===== config.mk =====
export PLATFORM = sky130hd
export DESIGN_NAME = mini_src_control_unit
export DESIGN_NICKNAME = d
export VERILOG_FILES = /design/src/rtl/mini_src_pkg.sv /design/src/rtl/mini_src_ctl_decode.sv /design/src/rtl/mini_src_control_unit.sv
export SDC_FILE = /design/constraint.sdc
export NUM_CORES = 1
export LEC_CHECK = 0
export ABC_AREA = 1
export CORE_UTILIZATION = 36
export CTS_BUF_LIST = sky130_fd_sc_hd__clkbuf_8
export DETAILED_ROUTE_END_ITERATION = 8
export GPL_ROUTABILITY_DRIVEN = 0
export PLACE_DENSITY = 0.86
export SYNTH_ARGS = -nofsm -noshare
export SYNTH_HDL_FRONTEND = slang
export SYNTH_SLANG_ARGS = --single-unit

===== constraint.sdc =====
create_clock -name clock -period 1.8 [get_ports clock]
set_input_delay 0.27 -clock clock [delete_from_list [all_inputs] [get_ports clock]]
set_output_delay 0.27 -clock clock [all_outputs]
set_load 0.005 [all_outputs]

===== src/rtl/mini_src_pkg.sv =====
// mini_src_pkg: shared opcodes, control-bit indices, step encodings and opcode classing for the Mini-SRC control unit
package mini_src_pkg;
  localparam int CTL_W = 20;
  localparam logic [4:0] OP_LD = 5'b00000, OP_LDI = 5'b00001, OP_ST = 5'b00010, OP_ADD = 5'b00011,
                         OP_SHL = 5'b01011, OP_ADDI = 5'b01100, OP_ANDI = 5'b01101, OP_ORI = 5'b01110,
                         OP_BR = 5'b10011, OP_NOP = 5'b11010, OP_HALT = 5'b11011;
  localparam logic [4:0] ALU_ADD = 5'b00011;
  localparam int CTL_GRA = 0, CTL_GRB = 1, CTL_GRC = 2, CTL_RIN = 3, CTL_ROUT = 4, CTL_BAOUT = 5,
                 CTL_COUT = 6, CTL_PCOUT = 7, CTL_PCIN = 8, CTL_INCPC = 9, CTL_MARIN = 10,
                 CTL_MDRIN = 11, CTL_MDROUT = 12, CTL_READ = 13, CTL_WRITE = 14, CTL_IRIN = 15,
                 CTL_YIN = 16, CTL_ZIN = 17, CTL_ZLOWOUT = 18, CTL_CONIN = 19;
  localparam logic [3:0] T0 = 4'd0, T1 = 4'd1, T2 = 4'd2, T3 = 4'd3, T4 = 4'd4, T5 = 4'd5,
                         T6 = 4'd6, T7 = 4'd7, S_RESET = 4'd14, S_HALT = 4'd15;
  typedef enum logic [2:0] {C_NOP, C_ALU, C_IMM, C_LDI, C_LD, C_ST, C_BR, C_HALT} op_class_t;
  // Unlisted opcodes fall into C_NOP so they execute as a one-step no-op.
  function automatic op_class_t op_class(input logic [4:0] op);
    return (op >= OP_ADD && op <= OP_SHL) ? C_ALU :
           (op == OP_ADDI || op == OP_ANDI || op == OP_ORI) ? C_IMM :
           op == OP_LDI ? C_LDI : op == OP_LD ? C_LD : op == OP_ST ? C_ST :
           op == OP_BR ? C_BR : op == OP_HALT ? C_HALT : op == OP_NOP ? C_NOP : C_NOP;
  endfunction
  function automatic logic [CTL_W-1:0] bit_of(input int i);
    return CTL_W'(1) << i;
  endfunction
endpackage


===== src/rtl/mini_src_ctl_decode.sv =====
// mini_src_ctl_decode: combinational step/opcode/CON_FF -> control strobes and ALU select
//   step[3:0] current step, op[4:0] opcode, con_ff branch condition
//   ctl[CTL_W-1:0] packed strobes, alu_control[4:0] ALU operation
module mini_src_ctl_decode
  import mini_src_pkg::*;
(
  input  logic [3:0]       step,
  input  logic [4:0]       op,
  input  logic             con_ff,
  output logic [CTL_W-1:0] ctl,
  output logic [4:0]       alu_control
);
  op_class_t c;
  assign c = op_class(op);
  always_comb begin
    ctl = '0;
    alu_control = '0;
    case (step)
      T0: ctl = bit_of(CTL_PCOUT) | bit_of(CTL_MARIN) | bit_of(CTL_INCPC) | bit_of(CTL_ZIN);
      T1: ctl = bit_of(CTL_ZLOWOUT) | bit_of(CTL_PCIN) | bit_of(CTL_READ) | bit_of(CTL_MDRIN);
      T2: ctl = bit_of(CTL_MDROUT) | bit_of(CTL_IRIN);
      T3: case (c)
        C_ALU, C_IMM:       ctl = bit_of(CTL_GRB) | bit_of(CTL_ROUT) | bit_of(CTL_YIN);
        C_LDI, C_LD, C_ST:  ctl = bit_of(CTL_GRB) | bit_of(CTL_BAOUT) | bit_of(CTL_YIN);
        C_BR:               ctl = bit_of(CTL_GRA) | bit_of(CTL_ROUT) | bit_of(CTL_CONIN);
        default: ;
      endcase
      T4: begin
        case (c)
          C_ALU:                    ctl = bit_of(CTL_GRC) | bit_of(CTL_ROUT) | bit_of(CTL_ZIN);
          C_IMM, C_LDI, C_LD, C_ST: ctl = bit_of(CTL_COUT) | bit_of(CTL_ZIN);
          C_BR:                     ctl = bit_of(CTL_PCOUT) | bit_of(CTL_YIN);
          default: ;
        endcase
        alu_control = (c == C_ALU || c == C_IMM) ? op :
                      (c == C_LDI || c == C_LD || c == C_ST) ? ALU_ADD : '0;
      end
      T5: case (c)
        C_ALU, C_IMM, C_LDI: ctl = bit_of(CTL_ZLOWOUT) | bit_of(CTL_GRA) | bit_of(CTL_RIN);
        C_LD, C_ST:          ctl = bit_of(CTL_ZLOWOUT) | bit_of(CTL_MARIN);
        C_BR: begin
          ctl = bit_of(CTL_COUT) | bit_of(CTL_ZIN);
          alu_control = ALU_ADD;
        end
        default: ;
      endcase
      T6: case (c)
        C_LD: ctl = bit_of(CTL_READ) | bit_of(CTL_MDRIN);
        C_ST: ctl = bit_of(CTL_GRA) | bit_of(CTL_ROUT) | bit_of(CTL_MDRIN);
        C_BR: ctl = bit_of(CTL_ZLOWOUT) | (con_ff ? bit_of(CTL_PCIN) : '0);
        default: ;
      endcase
      T7: case (c)
        C_LD: ctl = bit_of(CTL_MDROUT) | bit_of(CTL_GRA) | bit_of(CTL_RIN);
        C_ST: ctl = bit_of(CTL_WRITE);
        default: ;
      endcase
      default: ;
    endcase
  end
endmodule


===== src/rtl/mini_src_control_unit.sv =====
// mini_src_control_unit: Mini-SRC control sequencer (fetch, decode, T0..T7 steps, memory wait, halt/fault)
//   clock, clear (async active-low), IR[31:0], CON_FF, mem_ready, Stop
//   ctl[19:0] strobes, ALU_Control[4:0], Run, mem_err (sticky timeout), step[3:0] debug
module mini_src_control_unit
  import mini_src_pkg::*;
#(
  parameter int WAIT_LIMIT = 15
) (
  input  logic             clock,
  input  logic             clear,
  input  logic [31:0]      IR,
  input  logic             CON_FF,
  input  logic             mem_ready,
  input  logic             Stop,
  output logic [CTL_W-1:0] ctl,
  output logic [4:0]       ALU_Control,
  output logic             Run,
  output logic             mem_err,
  output logic [3:0]       step
);
  localparam int CW = $clog2(WAIT_LIMIT + 1);
  logic [4:0] op;
  op_class_t c;
  logic wait_step, timeout, unused_ir;
  logic [CW-1:0] wcnt;
  logic [3:0] nxt;
  assign op = IR[31:27];
  assign unused_ir = ^IR[26:0];
  assign c = op_class(op);
  assign wait_step = step == T1 || (step == T6 && c == C_LD) || (step == T7 && c == C_ST);
  // wcnt counts wait cycles already spent; the last allowed cycle without mem_ready faults.
  assign timeout = wait_step && !mem_ready && wcnt == CW'(WAIT_LIMIT - 1);
  assign Run = step != S_RESET && step != S_HALT;
  always_comb begin
    nxt = S_HALT;
    case (step)
      S_RESET: nxt = T0;
      T0:      nxt = T1;
      T1:      nxt = mem_ready ? T2 : T1;
      T2:      nxt = Stop ? S_HALT : T3;
      T3:      nxt = c == C_HALT ? S_HALT : c == C_NOP ? T0 : T4;
      T4:      nxt = T5;
      T5:      nxt = (c == C_LD || c == C_ST || c == C_BR) ? T6 : T0;
      T6:      nxt = c == C_BR ? T0 : (c == C_ST || mem_ready) ? T7 : T6;
      T7:      nxt = (c == C_ST && !mem_ready) ? T7 : T0;
      default: nxt = S_HALT;
    endcase
    nxt = timeout ? S_HALT : nxt;
  end
  always_ff @(posedge clock or negedge clear)
    if (!clear) begin
      step    <= S_RESET;
      wcnt    <= '0;
      mem_err <= 1'b0;
    end else begin
      step    <= nxt;
      wcnt    <= (wait_step && !mem_ready && !timeout) ? wcnt + CW'(1) : '0;
      mem_err <= mem_err | timeout;
    end
  mini_src_ctl_decode u_dec (
    .step        (step),
    .op          (op),
    .con_ff      (CON_FF),
    .ctl         (ctl),
    .alu_control (ALU_Control)
  );
endmodule

-- Word level (Yosys, flattened, before mapping)
Index checks and enable logic that the tools add are counted.
- add/subtract/negate cells: 1
- $lt $le $gt $ge: 2
- equality and inequality tests: 25
- multiplexer cells: 29
- bitwise operators: 1
- reductions and logical operators: 28
- operators by type and width (kind ; count):
    $pmux W20 S8 ; 1
    $pmux W20 S3 ; 2
    $pmux W19 S3 ; 1
    $pmux W18 S3 ; 1
    $pmux W4 S9 ; 1
    $mux W3 ; 11
    $pmux W15 S2 ; 1
    $eq A4 B3 Y1 const B ; 4
    $mux W4 ; 4
    $eq A5 B4 Y1 const B ; 3
    $eq A3 B3 Y1 const B ; 4
    $eq A5 B5 Y1 const B ; 2
    $logic_or A1 B1 Y1 ; 10
    $pmux W5 S2 ; 1
    $mux W9 ; 1
    $eq A4 B2 Y1 const B ; 2
    $eq A4 B4 Y1 const B ; 2
    $logic_and A1 B1 Y1 ; 8
    $ne A4 B4 Y1 const B ; 2
    $eq A3 B2 Y1 const B ; 2
    $mux W2 ; 3
    $reduce_or A3 Y1 ; 2
    $eq A5 B1 Y1 const B ; 1
    $eq A5 B2 Y1 const B ; 1
    other kinds (14) ; 16
- flip-flop bits (word level): 9
- input bits: 37
- logic and storage cells: 89

-- Depth between registers and ports, before layout
Gate-level depths: netlist of run 1.
- word-level depth: 17
- mapped depth: 10
- gate-level depth less buffers: 10

-- Hierarchy
From an unflattened synthesis of run 1, not the netlist that was laid out.
- cell total of the unflattened synthesis: 204
- area total of the unflattened synthesis: 1224.9 um2
- by module, submodules not included (module ; instances ; cells each ; area an instance (um2)):
    mini_src_control_unit ; 1 ; 107 ; 725.7
    mini_src_ctl_decode ; 1 ; 97 ; 499.2

-- Worst setup path after synthesis of run 1
No wires, ideal clock.
- path kind: flip-flop to output port
- from: register step[2]
- to: output port ctl[4]
- data arrival time: 1.197 ns
- slack: 0.333 ns
- cell stages (with the launch flop): 6
- path through: dfstp_2 > nand2_2 > nor2_2 > inv_1 > nor2_1 > nand3b_1
- longest elaborated chain between the ends: 2
- RTL lines (element ; RTL line ; text):
    start: declaration ; mini_src_control_unit.sv:19 ; output logic [3:0] step
    start signal: assignment ; mini_src_control_unit.sv:56 ; step <= nxt;
    $eq A4 B3 Y1, or another cell as far along ; mini_src_ctl_decode.sv:18 ; case (step)
    $pmux W20 S8 * ; mini_src_ctl_decode.sv:18 ;
    end: declaration ; mini_src_control_unit.sv:15 ; output logic [CTL_W-1:0] ctl,
Every way passes the cells marked *; elsewhere a longest branch is shown, timed or not.

-- Final worst setup path of run 1
- from: register step[2]
- to: output port ctl[0]
Same word-level chain as after synthesis.

==> results of run 1 <==
[logic make-up (layout without fill, tap and decap cells)]
logic type | Yosys count | after routing | share of synthesized area, %
fa+ha+maj | 2 | 2 | 2.55
compound gates | 17 | 17 | 9.95
simple gates | 97 | 97 | 50.1
xor+xnor | 2 | 2 | 1.79
other cells | 1 | 1 | 0.382
buf+inv | 30 | 140 | 11.9
flops | 9 | 9 | 23.3
[registers in the layout, indices dropped and copies added (netlist names)]
| register | cells |
|---|---|
| wcnt | 4 |
| step | 4 |
| mem_err | 1 |
[per-layer routing]
layer,GRT usage [%],part of all wire [%],vias up,wire [um]
li1,-,-,728,-
met1,44.0,37,832,2070
met2,58.9,49,118,2740
met3,7.06,8.8,28,492
met4,12.8,4.8,0,265
met5,0,0,-,0
[synthesized netlist by cell type (all sizes together)]
| cell type | count |
|---|---|
| o21a | 1 |
| nand2 | 36 |
| dfstp | 3 |
| nor3 | 4 |
| nor2 | 31 |
| xnor2 | 1 |
| o21ai | 11 |
| conb | 1 |
| buf | 1 |
| o22ai | 1 |
| inv | 29 |
| o211ai | 1 |
| nand4 | 2 |
| nand3 | 22 |
| o2111ai | 1 |
| ha | 2 |
| dfrtp | 6 |
| xor2 | 1 |
| nand3b | 2 |
| a21oi | 1 |
| a22oi | 1 |
[worst max-delay path by stage]
stage,endpoint,startpoint,slack [ns],cells past startpoint
after floorplan,ctl[4],step[2]$_DFF_PN1_,0.33,5
after global placement,ctl[5],IR[29],-0.56,8
after detailed placement,ctl[0],IR[29],-0.59,8
after CTS,ctl[11],step[2]$_DFF_PN1_,-0.13,7
after global routing,ctl[0],step[2]$_DFF_PN1_,-0.17,7
final,ctl[0],step[2]$_DFF_PN1_,-0.15,7
[through the flow]
stage / cells / power (mW) / hold slack [ns] / cell area [sq um]
6_report: 298 / 0.582 / 0.343 / 2190
5_1_grt: 298 / 0.598 / 0.381 / 2190
4_1_cts: 289 / 0.548 / 0.340 / 1990
3_5_place_dp: 263 / 0.305 / 0.469 / 1680
3_3_place_gp: 263 / 0.304 / 0.452 / 1680
2_1_floorplan: 158 / 0.250 / -0.0256 / 981
[cell usage in the layout, fill, tap and decap left out, types with 2 or more instances in the layout]
| master | instances |
|---|---|
| nor3_4 | 2 |
| nand4_1 | 2 |
| nand3b_1 | 2 |
| nand3_2 | 8 |
| nor2_4 | 8 |
| buf_6 | 17 |
| o21ai_1 | 3 |
| nand2_1 | 20 |
| dfrtp_1 | 5 |
| inv_1 | 14 |
| buf_4 | 51 |
| clkbuf_8 | 3 |
| dfstp_2 | 3 |
| o21ai_2 | 5 |
| nand2_4 | 9 |
| clkdlybuf4s50_1 | 8 |
| nand3_4 | 6 |
| inv_2 | 13 |
| nand2_2 | 6 |
| o21ai_0 | 3 |
| clkbuf_2 | 10 |
| clkdlybuf4s15_1 | 2 |
| buf_2 | 16 |
| inv_4 | 3 |
| nor2_1 | 14 |
| ha_1 | 2 |
| nor2_2 | 9 |
| nand3_1 | 8 |
[area by class of cell]
type | count | area [sq um] | share of cell area (%)
Clock buffer | 3 | 41.3 | 1.89
Clock inverter | 1 | 3.75 | 0.172
Inverter | 29 | 116 | 5.32
Multi-Input combinational cell | 119 | 913 | 41.7
Sequential cell | 9 | 230 | 10.5
Tap cell | 30 | 37.5 | 1.72
Timing Repair Buffer | 107 | 846 | 38.7
[worst max-delay path, delay by kind of cell (launching register included)]
kind	cells	cell delay [ns]
DFF	1	0.58
buffers and inverters	3	0.43
and+or+nand+nor	2	0.30
AOI/OAI and AO/OA	2	0.12
[power breakdown]
group	switching, mW	internal [mW]
registers	0	0.203
clock network	0.0769	0.148
logic	0.0897	0.0643
[timing repair]
action,4_1_cts,5_1_grt
setup endpoints to repair,24,26
gates resized for setup,113,86
buffers inserted,22,12
pin swaps,10,25
==> results by group, run 1 <==
Worst setup path
  – Critical Path End Type: output port
  – Required @ worst endpoint: 1.53 ns
  – Cells along the critical path: nand2_4 > nor3_4 > buf_4 > o21ai_2 > buf_4 > o2111ai_2 > buf_2
  – R2r startpoint: step[2]$_DFF_PN1_
  – Reg2reg path depth: 12
  – Critical path's most frequent cell: buf_4
  – Critical path's slowest cell: dfstp_2
  – WS Path Type: flop to output port
  – Worst EP arrival: 1.68 ns
  – Startpoint Class: flop
  – Worst path max stage delay: 0.58 ns
  – R2r setup slk: -0.06 ns
  – R2r endpoint: step[2]$_DFF_PN1_
  – Crit path max fanout: 3

Routing
  – Drt initial violations: 75
  – WL final: 5.56 mm
  – Post-DRT Antenna Nets: 0
  – # DRC: 0
  – DR vias: 1706
  – Routed WL per cell: 18.7 um
  – TritonRoute pass-1 iters: 4
  – Drt via density: 5.72

Global route
  – Number of global-route vias before repair: 1537
  – Tot GR Track Use: 35.2%
  – Grt ovf: 0
  – Largest net degree at the start of global routing: 10
  – First-pass GRT wire length: 7.40 mm
  – Antenna violations before repair: 0

Flow run
  – Maxcap violations: 0

Clocking
  – Hold_buf cts: 0
  – Clock latency at the later pin of the worst-skew pair: 0.23 ns
  – CTS tree: built
  – Root buf cell: clkbuf_8
  – Clk slew on worst S/H paths: 0.05 ns
  – Clk sink count: 9
  – Max clock buf depth: 2
  – H-tree depth: 1
  – Cts bufs inserted: 3

Power and ir drop
  – PwrDens: 266 nW/um^2
  – Maximum VDD drop: 0.598 mV
  – Leak: 1.18 nW

Synthesis
  – Syn avg cell area: 6.21 sq um
  – Top-area cell type share of the netlist area: 15.3%
  – Sequential-to-total area share from yosys stat: 23.3%
  – Largest area contributor in the netlist: dfrtp_1
  – Synth cell types: 28
  – Area contributors post-synth: dfrtp_1, nand2_1, nor2_1
  – Cells after synthesis: 158
  – Post-Syn Nets: 197
  – Mapped cell area: 981 sq um
  – Synth Register Bits: 9
  – Yosys warning total: 0

Layout
  – Fin util: 86.8%
  – Antenna Cells: 0
  – Nets@finish: 308
  – P&R area growth vs syn: 123%
  – Layout cells sized above 1: 65.7%
  – Fillers: 124

Floorplan
  – Die Span X: 54.2 um
  – Cell Rows: 18
  – Starting Density: 38.9%
  – Total die area: 2940 sq um
  – Core ar.: 2520 sq um
  – I/O pin total: 68
  – DIE HEIGHT: 54.2 um

STA
  – Final period utilization: 108%
  – Clock skew: 0.00644 ns
  – Final worst slack: -0.149 ns
  – RSZ-0062 raised after global routing: true
  – Setup TNS: -1.54 ns
  – Final min period: 1.95 ns
  – Fmax: 513 MHz
  – Max-slew violations: 0
  – Final hold vios: 0
  – Final setup violation count: 21

Place
  – DP HPWL: 2.39 mm
  – Port bufs: 39
  – Place WS: -0.589 ns

Hold path
  – Tightest Hold Check Type: input port to asynchronous set/reset pin

Outcome
  – Failing checks: setup timing
  – Status: complete, but fails checks
Power figures use the tool's default switching activity.
==> run 2, diff against run 1 <==
CORE_ASPECT_RATIO = 0.8   (was not set)
==> results by group, run 2 (synthesis results as in run 1) <==
Worst setup path
  – Startpoint Class: flop
  – Bufs and invs on worst path: 3
  – Crit path max fanout: 5
  – Critical path's slowest cell: dfstp_2
  – Critical path's most frequent cell: buf_6
  – R2r setup slk: 0 ns
  – Critical Path End Type: output port
  – CP delay by family, top: flip-flops
  – R2r startpoint: step[1]$_DFF_PN1_
  – Reg2reg path depth: 11
  – Worst EP arrival: 1.65 ns
  – R2r endpoint: step[2]$_DFF_PN1_
  – Cells along the critical path: nand2_4 > nor3_4 > buf_6 > buf_6 > nand2_8 > o21ai_2 > buf_2
  – Required @ worst endpoint: 1.53 ns
  – WS Path Type: flop to output port
  – Worst path max stage delay: 0.59 ns

Clocking
  – Cts bufs inserted: 3
  – Max clock buf depth: 2
  – Clk sink count: 9
  – CTS tree: built
  – Clk slew on worst S/H paths: 0.06 ns
  – Clock latency at the later pin of the worst-skew pair: 0.24 ns
  – H-tree depth: 1
  – Root buf cell: clkbuf_8
  – Hold_buf cts: 0

Layout
  – Antenna Cells: 0
  – FF/Latch Area: 230 sq um
  – Layout cells sized above 1: 59.5%
  – Nets@finish: 297
  – P&R area growth vs syn: 111%
  – Fillers: 143
  – Most frequent cells in the layout: buf_4, nand2_1, nor2_1
  – Multi-input gate area: 865 sq um
  – Fin util: 82.1%
  – Top flop regs: step (4), wcnt (4), mem_err (1)
  – Most common cell after layout, fill and taps aside: buf_4

STA
  – Final hold vios: 0
  – Clock skew: 0.0138 ns
  – Final setup violation count: 21
  – Fmax: 520 MHz
  – Min Hold Slack: 0.337 ns
  – Final period utilization: 107%
  – Setup TNS: -1.39 ns
  – Final worst slack: -0.122 ns
  – Max-slew violations: 0
  – RSZ-0062 raised after global routing: true
  – Final min period: 1.92 ns

Floorplan
  – I/O pin total: 68
  – Total die area: 2940 sq um
  – Core ar.: 2520 sq um
  – Starting Density: 38.9%
  – Die Span X: 60.4 um
  – DIE HEIGHT: 48.7 um
  – Cell Rows: 16

Routing
  – WL final: 5.36 mm
  – Drt via density: 5.82
  – Drt initial violations: 168
  – TritonRoute pass-1 iters: 5
  – # DRC: 0
  – Routed WL per cell: 18.3 um
  – DR vias: 1705
  – Post-DRT Antenna Nets: 0

Global route
  – First-pass GRT wire length: 7.04 mm
  – Grt ovf: 0
  – Tot GR Track Use: 31.8%
  – Largest net degree at the start of global routing: 10
  – Antenna violations before repair: 0
  – Number of global-route vias before repair: 1490

Flow run
  – Maxcap violations: 0

Outcome
  – Failing checks: setup timing
  – Status: complete, but fails checks

Hold path
  – Tightest Hold Check Type: input port to asynchronous set/reset pin

Power and ir drop
  – Clk pwr share: 41.4%
  – Power share of the combinational group: 23.7%
  – Leak: 1.12 nW
  – P_int: 0.408 mW
  – Switching Power: 0.172 mW
  – Maximum VDD drop: 0.541 mV
  – PwrDens: 280 nW/um^2
  – Sw Share: 29.7%
  – Sequential share of power: 35.0%

Place
  – Port bufs: 39
  – DP HPWL: 2.50 mm
## run 2: cell types whose count changed in the layout (fill, tap and decap cells not counted), moves of 3 or more
| cell | change |
|---|---|
| buf_2 | -4 |
| buf_4 | -6 |
| nor2_1 | +5 |
| buf_6 | -3 |
| nor2_2 | -4 |
## run 2: cell type report
| cell class | count | share of cell area [%] |
|---|---|---|
| clock inverter | 1 | 0.181 |
| clock buffer | 3 | 1.99 |
| inverter | 29 | 5.50 |
| multi-input combinational | 119 | 41.8 |
| timing repair buffer | 96 | 37.3 |
| tap | 36 | 2.18 |
| sequential | 9 | 11.1 |
## run 2: layer usage
metal  global-route usage, %  part of all wire [%]
met1                    41.0                    39
met2                    52.7                    45
met3                    6.42                    10
met4                    8.91                   5.9
met5                       0                     0
## run 2: power by group through the flow
stage               registers, mW  clock network [mW]  logic [mW]
finish                      0.203               0.240       0.137
global route                0.203               0.252       0.145
global placement            0.206                   0       0.105
floorplan                   0.206                   0      0.0440
CTS                         0.203               0.227       0.115
detailed placement          0.206                   0       0.108
## run 2: stage by stage
step                cell area, sq um  worst slack (ns)  cells  total power, mW
global route                    2070            -0.174    293            0.600
detailed placement              1700            -0.609    271            0.314
finish                          2070            -0.122    293            0.581
floorplan                        981             0.333    158            0.250
CTS                             1920            -0.113    288            0.546
global placement                1700            -0.558    271            0.311
## run 2: worst max-delay path by stage
stage                           start             end  slack (ns)  cells after the start
floorplan           step[2]$_DFF_PN1_          ctl[4]        0.33                      5
global route        step[2]$_DFF_PN1_  ALU_Control[1]       -0.17                      7
global placement               IR[28]          ctl[0]       -0.56                      8
detailed placement             IR[29]          ctl[0]       -0.61                      8
CTS                 step[3]$_DFF_PN1_  ALU_Control[0]       -0.11                      8
finish              step[2]$_DFF_PN1_  ALU_Control[1]       -0.12                      7
## run 2: repair_timing
action	4_1_cts	5_1_grt
setup endpoints to repair	24	27
setup buffers	14	7
resized for setup	115	62
pin swaps	18	16
cloned	0	0
